==> src/rtl/scfifo_stream_reader.sv <==
// Burst drain engine for a single-clock showahead FIFO, presented downstream as a valid/ready
// stream through a 2-entry skid buffer. Optional feature macro: SCFIFO_READER_LAST_EN (out_last).
module scfifo_stream_reader #(
    parameter int WIDTH         = 20,
    parameter int LOG_DEPTH     = 8,
    parameter int BURST_LEN     = 8,
    parameter int FLUSH_TIMEOUT = 16
) (
    input  logic                 clock,
    input  logic                 sclr,
    input  logic [WIDTH-1:0]     fifo_q,
    input  logic                 fifo_empty,
    input  logic                 fifo_almost_empty,
    input  logic [LOG_DEPTH-1:0] fifo_usedw,
    output logic                 fifo_rdreq,
    output logic [WIDTH-1:0]     out_data,
    output logic                 out_valid,
    input  logic                 out_ready,
    output logic                 out_last
);
    localparam int BEAT_W  = $clog2(BURST_LEN + 1);
    localparam int TIMER_W = $clog2(FLUSH_TIMEOUT);
    localparam logic [BEAT_W-1:0]  BEATS_FULL  = BEAT_W'(BURST_LEN);
    localparam logic [TIMER_W-1:0] TIMER_LIMIT = TIMER_W'(FLUSH_TIMEOUT - 1);

    typedef enum logic [1:0] {
        S_IDLE  = 2'd0,
        S_WAIT  = 2'd1,
        S_BURST = 2'd2
    } state_t;

    state_t             state_q, state_d;
    logic [TIMER_W-1:0] timer_q, timer_d;
    logic [BEAT_W-1:0]  beats_q, beats_d;

    logic [WIDTH-1:0]   skid_data_q [2];
    logic [WIDTH-1:0]   skid_data_d [2];
    logic               skid_valid_q [2];
    logic               skid_valid_d [2];
    logic               skid_full;
    logic               skid_pop;
    logic               push_to_head;
    logic               final_pop;

    assign skid_full = skid_valid_q[0] && skid_valid_q[1];
    assign final_pop = fifo_rdreq && ((beats_q == BEAT_W'(1)) || (fifo_usedw == LOG_DEPTH'(1)));

    // ------------------------------------------------------------------
    // Burst FSM. The pop request depends only on state, skid occupancy,
    // FIFO emptiness and reset, so downstream ready never reaches rdreq.
    // ------------------------------------------------------------------
    always_comb begin
        state_d    = state_q;
        timer_d    = timer_q;
        beats_d    = beats_q;
        fifo_rdreq = 1'b0;
        unique case (state_q)
            S_IDLE: begin
                if (!fifo_empty) begin
                    state_d = S_WAIT;
                    timer_d = '0;
                end
            end
            S_WAIT: begin
                if (!fifo_almost_empty || (timer_q == TIMER_LIMIT)) begin
                    state_d = S_BURST;
                    beats_d = BEATS_FULL;
                end else if (fifo_empty) begin
                    state_d = S_IDLE;
                end else begin
                    // timer_q < TIMER_LIMIT here, so this never wraps
                    timer_d = timer_q + 1'b1;
                end
            end
            S_BURST: begin
                fifo_rdreq = !fifo_empty && !skid_full && !sclr;
                if (fifo_rdreq) begin
                    if (beats_q != '0) begin
                        beats_d = beats_q - 1'b1;
                    end
                    if (final_pop) begin
                        state_d = S_IDLE;
                    end
                end else if (fifo_empty) begin
                    state_d = S_IDLE;
                end
            end
            default: begin
                state_d = S_IDLE;
            end
        endcase
    end

    always_ff @(posedge clock) begin
        if (sclr) begin
            state_q <= S_IDLE;
            timer_q <= '0;
            beats_q <= '0;
        end else begin
            state_q <= state_d;
            timer_q <= timer_d;
            beats_q <= beats_d;
        end
    end

    // ------------------------------------------------------------------
    // Skid buffer: entry 0 is the head. A pop shifts entry 1 forward, then
    // the showahead word lands in the first free slot.
    // ------------------------------------------------------------------
    always_comb begin
        skid_pop        = skid_valid_q[0] && out_ready;
        skid_valid_d[0] = skid_pop ? skid_valid_q[1] : skid_valid_q[0];
        skid_data_d[0]  = skid_pop ? skid_data_q[1]  : skid_data_q[0];
        skid_valid_d[1] = skid_pop ? 1'b0 : skid_valid_q[1];
        skid_data_d[1]  = skid_data_q[1];
        push_to_head    = !skid_valid_d[0];
        if (fifo_rdreq) begin
            if (push_to_head) begin
                skid_valid_d[0] = 1'b1;
                skid_data_d[0]  = fifo_q;
            end else begin
                skid_valid_d[1] = 1'b1;
                skid_data_d[1]  = fifo_q;
            end
        end
    end

    always_ff @(posedge clock) begin
        if (sclr) begin
            for (int i = 0; i < 2; i++) begin
                skid_valid_q[i] <= 1'b0;
                skid_data_q[i]  <= '0;
            end
        end else begin
            for (int i = 0; i < 2; i++) begin
                skid_valid_q[i] <= skid_valid_d[i];
                skid_data_q[i]  <= skid_data_d[i];
            end
        end
    end

    assign out_data  = skid_data_q[0];
    assign out_valid = skid_valid_q[0];

`ifdef SCFIFO_READER_LAST_EN
    logic skid_last_q [2];
    logic skid_last_d [2];

    // Last flags follow their data words; a flag is cleared when its slot empties.
    always_comb begin
        skid_last_d[0] = skid_pop ? skid_last_q[1] : skid_last_q[0];
        skid_last_d[1] = skid_last_q[1];
        if (fifo_rdreq) begin
            if (push_to_head) begin
                skid_last_d[0] = final_pop;
            end else begin
                skid_last_d[1] = final_pop;
            end
        end
        for (int i = 0; i < 2; i++) begin
            if (!skid_valid_d[i]) begin
                skid_last_d[i] = 1'b0;
            end
        end
    end

    always_ff @(posedge clock) begin
        if (sclr) begin
            for (int i = 0; i < 2; i++) begin
                skid_last_q[i] <= 1'b0;
            end
        end else begin
            for (int i = 0; i < 2; i++) begin
                skid_last_q[i] <= skid_last_d[i];
            end
        end
    end

    assign out_last = skid_last_q[0];
`else
    assign out_last = 1'b0;
`endif

endmodule
==> config.mk <==
export PLATFORM = sky130hd
export DESIGN_NAME = scfifo_stream_reader
export DESIGN_NICKNAME = d
export VERILOG_FILES = /design/src/rtl/scfifo_stream_reader.sv
export SDC_FILE = /design/constraint.sdc
export NUM_CORES = 1
export LEC_CHECK = 0
export CORE_MARGIN = 3
export CORE_UTILIZATION = 54
export DETAILED_ROUTE_END_ITERATION = 16
export GPL_TIMING_DRIVEN = 0
export PLACE_DENSITY = 0.84
export SLEW_MARGIN = 20
export SYNTH_ARGS = -nofsm -noshare
export SYNTH_HDL_FRONTEND = slang
export SYNTH_SLANG_ARGS = --single-unit
==> constraint.sdc <==
create_clock -name clock -period 3.88 [get_ports clock]
set_clock_uncertainty 0.05 [all_clocks]
set_input_delay 0.776 -clock clock [delete_from_list [all_inputs] [get_ports clock]]
set_output_delay 0.776 -clock clock [all_outputs]
set_load 0.02 [all_outputs]
==> flow_metrics.tcl <==
set metrics [dict create \
    rsz0062_at_grt "false" \
    grt_max_degree 15 \
    dpl.hpwl_um 4041 \
    slew_violations 0 \
    die_w_um 74.09 \
    timing.rr.end "skid_data_q[0][27]" \
    hold_class "reg2reg" \
    htreeDepth 2 \
    boundaryPins 56 \
    syn2layout_area_growth_pct 27.39 \
    hold_violations 0 \
    power_density_nw_per_um2 298.2 \
    nets 371 \
    path_clk_slew_ns 0.09 \
    track_usage_pct 20.93 \
    leakage_nw 1.274 \
    worstRegToRegCells 5 \
    status "complete, no violations" \
    die_height_um 74.09 \
    antenna_found_initial 0 \
    core_area_um2 4414 \
    numCtsBuffers 5 \
    final_common_cell "clkdlybuf4s50_1" \
    synthArstFlopShare_pct 0 \
    cp-startpoint "fifo_empty" \
    r2r_slack_ns 2.12 \
    syn_inst 275 \
    finalCritPeriodShare_pct 83.82 \
    ys_types 35 \
    synth_top_area_share_pct 41.58 \
    worst_slew_pin_slew_ns 0.7721 \
    crit_path_top_delay_cell "clkdlybuf4s50_1" \
    ys_warn_count 0 \
    endpoint "fifo_rdreq" \
    cp_max_fo 8 \
    yosysSeqAreaShare_pct 41.58 \
    overflow 0 \
    vias 2134 \
    crit_top_cell "clkdlybuf4s50_1" \
    first_iter_violations 103 \
    maxSlewHeadroom_pct 48.52 \
    fin_hold_ws_ns 0.4387 \
    grt_pass1_vias 2002 \
    cts_num_sinks 52 \
    routedWlPerCell_um 14.32 \
    synth_top_area_cell "dfxtp_1" \
    hold_depth 2 \
    gp_congestion 0.7564 \
    ctsLongestPathBuffers 2 \
    cts_setup_buffers 0 \
    max_stage_delay_ns 0.59 \
    grt_pass1_wl_um 9032 \
    path_cells "clkdlybuf4s50_1, nor3b_4, and2_1, clkdlybuf4s50_1" \
    syn-num-nets 311 \
    max_cap_violations 0 \
    arrival_ns 2.43 \
    clockRootBuffer "clkbuf_8" \
    diodes 0 \
    end_kind "primary output" \
    syn_area_um2 2504 \
    postCtsHoldBufs 0 \
    drc 0 \
    io_buffers 53 \
    cts_resized 0 \
    synthFlopType "dfxtp_1" \
    clk_latency_ns 0.30 \
    rows 24 \
    synth.area.top_cells "dfxtp_1 42%, a311oi_2 12%, mux2i_1 8.0%, nor2_1 6.7%, buf_4 6.3%" \
    die_area_um2 5489 \
    final.min_clock_period_ns 3.252 \
    layout_common_cells "53 x clkdlybuf4s50_1, 52 x dfxtp_1, 45 x nor2_1" \
    drive_gt1_share_pct 17.56 \
    timing.rr.start "state_q[1]" \
    avgSynthCellArea_um2 9.104 \
    antenna_left 0 \
    start_util_pct 56.72 \
    start_kind "input pin" \
    required_ns 3.05 \
    avgViaCountPerCell 5.500 \
    synth_edf_count 0 \
    tritoncts "done" \
    setup.worst_path.class "in2out" \
    wl_um 5558 \
    fmax_ghz 0.3075 \
    ir_drop_uv 217.3 \
    setup_violations 0 \
    drt_pass1_iterations 4 \
    fin_setup_tns_ns 0 \
    ys_ff_latch 52 \
]
## cells in the mapped netlist, drive strengths merged (3+ instances only)
master   n
nand3   24
nand2b   3
a311oi  20
clkbuf  12
nor3     5
inv      5
ha       3
mux2i   20
a21oi    7
nand2   24
nor2    45
dfxtp   52
or3      3
o21ai    3
buf     28
## critical path, delay by kind of cell
kind	cells	cell delay [ns]
buffers and inverters	2	1.08
and+or+nand+nor	2	0.57
## sequential cells by signal, indices dropped and copies added, names as in the netlist
signal / count
skid_valid_q: 2
timer_q: 4
skid_data_q: 40
state_q: 2
beats_q: 4
## area by class of cell
type / instances / area [um2]
Inverter: 5 / 18.77
Sequential cell: 52 / 1041
Buffer: 40 / 236.5
Clock buffer: 8 / 90.09
Tap cell: 52 / 65.06
Timing Repair Buffer: 53 / 530.5
Fill cell: 330 / 1225
Multi-Input combinational cell: 178 / 1207
## power breakdown
group | internal, W | switching (W) | leakage (nW) | total (W)
clock | 0.000146 | 0.000170 | 0.0455 | 0.000315
sequential | 0.000539 | 0.00000479 | 0.420 | 0.000543
combinational | 0.0000483 | 0.0000438 | 0.809 | 0.0000921
## worst min-delay path by stage
stage                          start         end  slack, ns
after floorplan           timer_q[1]  timer_q[1]       0.40
after global placement    timer_q[1]  timer_q[1]       0.42
after detailed placement  timer_q[1]  timer_q[1]       0.43
after CTS                 timer_q[1]  timer_q[1]       0.44
after global routing      timer_q[1]  timer_q[1]       0.46
final                     timer_q[1]  timer_q[1]       0.44
## metal layers
metal  GRT usage, %  wire, um  vias up
met5              0         0        -
met4          6.237        57        0
met3          4.189       377        5
met2          35.73      2701       61
met1          26.74      2422     1008
li1               -         -     1060
## per-stage QoR
stage	power (W)	setup slack, ns	util [%]	cell area [um2]	std cells
6_report	0.0009510	0.6278	72.25	3189	388
4_1_cts	0.0009539	0.6205	72.25	3189	388
3_5_place_dp	0.0006480	0.6225	70.21	3099	380
2_1_floorplan	0.0005957	1.703	-	2504	275
5_1_grt	0.0009815	0.5215	72.25	3189	388
3_3_place_gp	0.0006464	0.6594	70.21	3099	380
## cell families (layout without fill, tap and decap cells)
group | Yosys count | count (layout) | synth area share [%]
multiplexers | 21 | 21 | 8.446
flip-flops | 52 | 52 | 41.58
XOR/XNOR | 3 | 3 | 1.050
buffers and inverters | 45 | 106 | 10.19
AND/OR/NAND/NOR | 116 | 116 | 21.79
AO/OA/AOI/OAI | 34 | 34 | 15.29
adder cells (fa/ha/maj) | 3 | 3 | 1.499
other | 1 | 1 | 0.1498
(Power assumes the default switching activity.)
